<file path="config.mk">
export PLATFORM = sky130hd
export DESIGN_NAME = multi_debouncer
export DESIGN_NICKNAME = d
export VERILOG_FILES = /design/src/rtl/multi_debouncer.sv
export SDC_FILE = /design/constraint.sdc
export NUM_CORES = 1
export LEC_CHECK = 0
export BUFFER_PORTS_ARGS = -buffer_cell sky130_fd_sc_hd__buf_2
export CAP_MARGIN = 20
export CORE_MARGIN = 2
export CORE_UTILIZATION = 30
export DETAILED_ROUTE_END_ITERATION = 8
export GPL_TIMING_DRIVEN = 0
export PLACE_DENSITY = 0.53
export SLEW_MARGIN = 10
export SYNTH_ARGS = -nofsm -noshare
export SYNTH_HDL_FRONTEND = slang
export SYNTH_SLANG_ARGS = --single-unit
</file>
<file path="constraint.sdc">
create_clock -name clk_i -period 2.4 [get_ports clk_i]
set_input_delay 0.12 -clock clk_i [delete_from_list [all_inputs] [get_ports clk_i]]
set_output_delay 0.12 -clock clk_i [all_outputs]
set_load 0.02 [all_outputs]
</file>
<file path="src/rtl/multi_debouncer.sv">
// multi_debouncer: N-channel button synchroniser/debouncer with press/release pulses and toggle LEDs.
// Optional feature macro AUTO_REPEAT_EN adds per-channel auto-repeat pulses while a button is held.
module multi_debouncer #(
    parameter int N_CH          = 2,
    parameter int CE_DIV        = 250000,
    parameter int STABLE_CNT    = 3,
    parameter int REPEAT_DELAY  = 200,
    parameter int REPEAT_PERIOD = 40
) (
    input  logic            clk_i,
    input  logic            rst_ni,
    input  logic [N_CH-1:0] p_i,
    output logic [N_CH-1:0] level_o,
    output logic [N_CH-1:0] press_o,
    output logic [N_CH-1:0] release_o,
    output logic [N_CH-1:0] led_o,
    output logic [N_CH-1:0] repeat_o,
    output logic            sample_tick_o
);

    localparam int DIV_W = $clog2(CE_DIV + 1);
    localparam int CNT_W = $clog2(STABLE_CNT + 1);
    localparam logic [DIV_W-1:0] DIV_LAST = DIV_W'(CE_DIV - 1);
    localparam logic [CNT_W-1:0] CNT_LAST = CNT_W'(STABLE_CNT - 1);

    if (CE_DIV < 1 || STABLE_CNT < 1 || REPEAT_DELAY < 1 || REPEAT_PERIOD < 1) begin : gBadParams
        $error("multi_debouncer: CE_DIV, STABLE_CNT, REPEAT_DELAY and REPEAT_PERIOD must be >= 1");
    end

    logic [N_CH-1:0]  sync1_q;
    logic [N_CH-1:0]  sync2_q;
    logic [DIV_W-1:0] divCnt_q, divCnt_d;
    logic             tick_q, tick_d;
    logic [N_CH-1:0]  level_q, level_d;
    logic [N_CH-1:0]  press_q, press_d;
    logic [N_CH-1:0]  release_q, release_d;
    logic [N_CH-1:0]  led_q, led_d;
    logic [CNT_W-1:0] stabCnt_q [N_CH];
    logic [CNT_W-1:0] stabCnt_d [N_CH];

    // The tick is registered from the next divider value so it is high exactly while the
    // divider sits at CE_DIV-1, and is forced low by reset even when CE_DIV is 1.
    always_comb begin
        divCnt_d  = (divCnt_q == DIV_LAST) ? '0 : divCnt_q + DIV_W'(1);
        tick_d    = (divCnt_d == DIV_LAST);
        level_d   = level_q;
        press_d   = '0;
        release_d = '0;
        led_d     = led_q ^ press_q;
        stabCnt_d = stabCnt_q;
        if (tick_q) begin
            for (int i = 0; i < N_CH; i++) begin
                if (sync2_q[i] == level_q[i]) begin
                    stabCnt_d[i] = '0;
                end else if (stabCnt_q[i] == CNT_LAST) begin
                    level_d[i]   = sync2_q[i];
                    press_d[i]   = sync2_q[i];
                    release_d[i] = ~sync2_q[i];
                    stabCnt_d[i] = '0;
                end else begin
                    stabCnt_d[i] = stabCnt_q[i] + CNT_W'(1);
                end
            end
        end
    end

    always_ff @(posedge clk_i) begin
        if (!rst_ni) begin
            sync1_q   <= '0;
            sync2_q   <= '0;
            divCnt_q  <= '0;
            tick_q    <= 1'b0;
            level_q   <= '0;
            press_q   <= '0;
            release_q <= '0;
            led_q     <= '0;
            for (int i = 0; i < N_CH; i++) begin
                stabCnt_q[i] <= '0;
            end
        end else begin
            sync1_q   <= p_i;
            sync2_q   <= sync1_q;
            divCnt_q  <= divCnt_d;
            tick_q    <= tick_d;
            level_q   <= level_d;
            press_q   <= press_d;
            release_q <= release_d;
            led_q     <= led_d;
            for (int i = 0; i < N_CH; i++) begin
                stabCnt_q[i] <= stabCnt_d[i];
            end
        end
    end

    assign level_o       = level_q;
    assign press_o       = press_q;
    assign release_o     = release_q;
    assign led_o         = led_q;
    assign sample_tick_o = tick_q;

`ifdef AUTO_REPEAT_EN
    localparam int REP_MAX = (REPEAT_DELAY > REPEAT_PERIOD) ? REPEAT_DELAY : REPEAT_PERIOD;
    localparam int REP_W   = $clog2(REP_MAX + 1);
    localparam logic [REP_W-1:0] REP_FIRST = REP_W'(REPEAT_DELAY);
    localparam logic [REP_W-1:0] REP_NEXT  = REP_W'(REPEAT_PERIOD);

    logic [REP_W-1:0] repCnt_q [N_CH];
    logic [REP_W-1:0] repCnt_d [N_CH];
    logic [N_CH-1:0]  armed_q, armed_d;
    logic [N_CH-1:0]  repeat_q, repeat_d;

    // Counting only while the level is 1 now and stays 1 means the release tick clears the
    // counter instead of firing, so no repeat can coincide with or follow a RELEASE.
    always_comb begin
        repCnt_d = repCnt_q;
        armed_d  = armed_q;
        repeat_d = '0;
        for (int i = 0; i < N_CH; i++) begin
            if (!(level_q[i] && level_d[i])) begin
                repCnt_d[i] = '0;
                armed_d[i]  = 1'b0;
            end else if (tick_q) begin
                if ((repCnt_q[i] + REP_W'(1)) == (armed_q[i] ? REP_NEXT : REP_FIRST)) begin
                    repeat_d[i] = 1'b1;
                    repCnt_d[i] = '0;
                    armed_d[i]  = 1'b1;
                end else begin
                    repCnt_d[i] = repCnt_q[i] + REP_W'(1);
                end
            end
        end
    end

    always_ff @(posedge clk_i) begin
        if (!rst_ni) begin
            armed_q  <= '0;
            repeat_q <= '0;
            for (int i = 0; i < N_CH; i++) begin
                repCnt_q[i] <= '0;
            end
        end else begin
            armed_q  <= armed_d;
            repeat_q <= repeat_d;
            for (int i = 0; i < N_CH; i++) begin
                repCnt_q[i] <= repCnt_d[i];
            end
        end
    end

    assign repeat_o = repeat_q;
`else
    assign repeat_o = '0;
`endif

endmodule

</file>
== Yosys cells after proc, flatten, opt, wreduce, memory -nomap -nowiden ==
Cells that the tools add are included.

* Register bits: 35
* Word-level logic and storage cells: 40

* $add $sub $neg: 3
* Eq/ne operators: 6
* Muxes and demuxes: 5
* Bitwise operators: 9
* Reduce and logical (&&, ||, !) cells: 4

{| class="wikitable"
|+ Operators with widths
! cell !! count
|-
| 18-bit equality test (second input constant) || 2
|-
| 18-bit by 1-bit adder with 18-bit output (second input constant) || 1
|-
| 18-bit 2-to-1 mux || 1
|-
| 2-bit 2-to-1 mux || 4
|-
| 1-bit NOT || 8
|-
| 4-bit OR reduction || 2
|-
| 3-bit AND reduction || 2
|-
| 2-bit by 1-bit adder with 2-bit output (second input constant) || 2
|-
| 2-bit equality test (second input constant) || 2
|-
| 1-bit equality test || 2
|-
| 2-bit XOR || 1
|}

== Longest topological paths before layout ==
* Depth after elaboration: 3
* Mapped depth: 7
* Gate-level depth less buffers: 7

== Worst setup path after synthesis ==
Ideal clock, no wire load.

* Kind: flip-flop to flip-flop
* Start: register divCnt_q[0]
* End: register tick_q, in the netlist sample_tick_o
* Setup time: 0.088 ns
* Arrival time: 1.726 ns
* Required time: 2.312 ns
* Path slack: 0.586 ns
* Stages on the path, launching flop included: 8
* Period minus slack after synthesis: 1.814 ns
* Path through: dfxtp_1 -> ha_1 -> and4_4 -> and4_4 -> xor2_1 -> and3_1 -> o2111ai_1 -> nor4_2

* Cells in the longest elaborated chain, start to end: 3

{| class="wikitable"
|+ Ends and longest elaborated chain
! item !! RTL line !! text
|-
| start: declaration || 32 || <nowiki>logic [DIV_W-1:0] divCnt_q, divCnt_d;</nowiki>
|-
| start signal: assignment || 83 || <nowiki>divCnt_q <= divCnt_d;</nowiki>
|-
| 18-bit by 1-bit adder with 18-bit output / 18-bit equality test (equally long branches) || 44 || <nowiki>divCnt_d = (divCnt_q == DIV_LAST) ? '0 : divCnt_q + DIV_W'(1);</nowiki>
|-
| 18-bit 2-to-1 mux (*) || 44 ||
|-
| 18-bit equality test (*) || 45 || <nowiki>tick_d = (divCnt_d == DIV_LAST);</nowiki>
|-
| end signal: assignment || 84 || <nowiki>tick_q <= tick_d;</nowiki>
|-
| end: declaration || 33 || <nowiki>logic tick_q, tick_d;</nowiki>
|}

Every way passes the cells marked *; elsewhere a longest branch is shown, timed or not.
A chain may end at the register's enable or synchronous reset.

== Worst setup path in the final report ==
Same ends and word-level chain as after synthesis.

==> metrics <==
CTS root buffer clkbuf_8; die area roughly 5900 um^2; PD cells 574 nW/um^2; setup slack after layout 387 ps; boundary pin count 15; wire per inst 11.2 um; HP Class in2reg; WP data arrival 2220 ps; dpl hpwl 2120 um; flops & latches, synth 35; Non-Filler Instances 267; fin crit share 83.9%; CTS resizes 0; final wirelength 2980 um; Synthesis Warnings 0; postcts setup bufs 0; Top FF cell, synth dfxtp_1; CP max-delay cell dfxtp_1; Worst Hold Launch p_i[0]; CP endpoint kind flop; DP Worst Slack 396 ps; initial antenna violation count 0; Cell Area, Placed 1750 um^2; Seq/Total Area, Yosys 43.9%; CP Cell Sequence ha_1, and4_4, and4_4, xor2_1, and3_1, o2111ai_1, nor4_2; placed insts 259; Remaining DRCs 0; post-route cell area between 1500 and 2000 um^2; Unique masters post-synth 39; Initial Util about 31%; Min Hold Slack 34.6 ps; crit path max fanout 7; Crit Path Class reg2reg; TritonRoute pass-1 iters 6; first-pass GRT wire length 5260 um; Die H roughly 77 um; site row count 26; Final setup viols 0; Worst Skew 3.18 ps; fill cell count 558; CTS Sinks 35; hold path endpoint sync1_q[0]; Post-Synthesis Cells about 180; total CTS buffers 5; setup TNS 0 ps; global placement routability congestion 0.809; Iter 0 DRT Violations 71; Die X between 70 and 80 um; Worst R2R Start divCnt_q[0]; CP required 2610 ps; Max Root-Sink Buffers 2; pin count of the biggest net entering global routing 13; hold depth 2; max-slew violation count 0; fraction of layout cells with a size suffix above 1 16.2%; r2r endpoint sample_tick_o; Layout area overhead 15.0%; H-tree levels 2; Worst-Skew Late Latency 290 ps; RSZ-0062 raised after global routing no; final core utilization a little over a third; most frequent cells in the layout dfxtp_1 (35), nor2_1 (21), buf_2 (14), xor2_1 (12), and2_1 (10); Routed Antenna Nets 0; status finished clean; CP Launch Point divCnt_q[0]; EDFF count, synth 0; R2R depth 7; cell mode on critical path and4_4; clock-pin slew of the registers on the worst-case setup and hold paths 70 ps; multi-input logic area 852 um^2; total gr overflow 0; most common cell after layout, fill and taps aside dfxtp_1; IO buf count 12; core area 5110 um^2; post-layout minimum cycle time 2010 ps; NumNets Final around 200; Inserted Diodes 0; Top Family by Delay on Critical Path simple AND/OR/NAND/NOR gates; FFs w/ async S/R, synth 0%; vias approximately 1,200; vias in the first global route between 1,000 and 1,500; synthesized area 1600 um^2; hold_buf cts 0; startpoint types flop; Buf/Inv on CP 0; max incr delay on CP 390 ps; CTS tree yes; gr usage total 11.2%; Seq. cell area 701 um^2; final hold violation count 0; max-cap violations 0; Via density 4.47; total chip power ~1.1 mW; worst vdd ir ~230 uV; Syn Area/Cell 9.07 um^2; Reg2Reg Setup Slack 390 ps; Leak 0.718 nW; Fmax 497 MHz
==> power breakdown <==
part / switching, mW / total, mW / internal, mW
registers: 0.00575 / 0.593 / 0.588
logic: 0.0213 / 0.0371 / 0.0158
clock network: 0.223 / 0.424 / 0.202
==> synthesized netlist by cell type, types with 2 or more instances <==
cell	number	area, um^2
dfxtp_1	35	701
nor2_1	21	78.8
xor2_1	12	105
and2_1	10	62.6
nand2_1	8	30.0
and3_1	7	43.8
nand2b_1	6	37.5
nand3_1	6	30.0
nand4_1	6	37.5
nor2b_1	6	37.5
xnor2_1	6	52.6
o21ai_0	5	25.0
a21boi_0	4	30.0
clkbuf_1	4	15.0
a21oi_1	3	15.0
nand4b_1	3	26.3
nor3b_1	3	22.5
or3_1	3	18.8
and4_4	2	22.5
buf_2	2	10.0
buf_4	2	15.0
inv_1	2	7.51
mux2i_1	2	20.0
nor4_1	2	12.5
nor4_2	2	25.0
==> layout make-up <==
cell class | count | area share, %
timing repair buffer | 12 | 3.27
clock inverter | 3 | 1.09
multi-input combinational | 132 | 46.4
tap | 70 | 4.77
clock buffer | 5 | 3.75
buffer | 8 | 2.18
sequential | 35 | 38.1
inverter | 2 | 0.409
==> logic make-up (layout without fill, tap and decap cells) <==
| family | Yosys count | after routing | synth area share, % |
|---|---|---|---|
| and+or+nand+nor | 91 | 91 | 33.4 |
| adders and majority gates | 1 | 1 | 0.784 |
| other | 1 | 2 | 0.235 |
| AOI/OAI and AO/OA | 18 | 18 | 7.60 |
| DFF | 35 | 35 | 43.9 |
| buffers and inverters | 10 | 30 | 2.98 |
| xor gates and xnor gates | 18 | 18 | 9.87 |
| muxes | 2 | 2 | 1.25 |
==> state kept, by name (all words and copies together), names as in the netlist <==
name / count
stabCnt_q: 4
led_o: 2
divCnt_q: 18
sync2_q: 2
sync1_q: 2
release_o: 2
press_o: 2
level_o: 2
sample_tick_o: 1
==> worst max path at each step <==
stage          cells past startpoint  slack (ps)            end
3_5_place_dp                       7         400  sample_tick_o
6_report                           7         390  sample_tick_o
3_3_place_gp                       7         380  sample_tick_o
4_1_cts                            7         380  sample_tick_o
5_1_grt                            7         190  sample_tick_o
2_1_floorplan                      7         590  sample_tick_o
==> layer usage <==
layer	share of wire [%]	global-route usage [%]	up-vias
met1	52	15.0	529
met4	1.0	4.36	0
met2	43	16.8	19
met5	0	0	-
met3	3.6	3.53	4
li1	-	-	642
(Power assumes the default switching activity.)
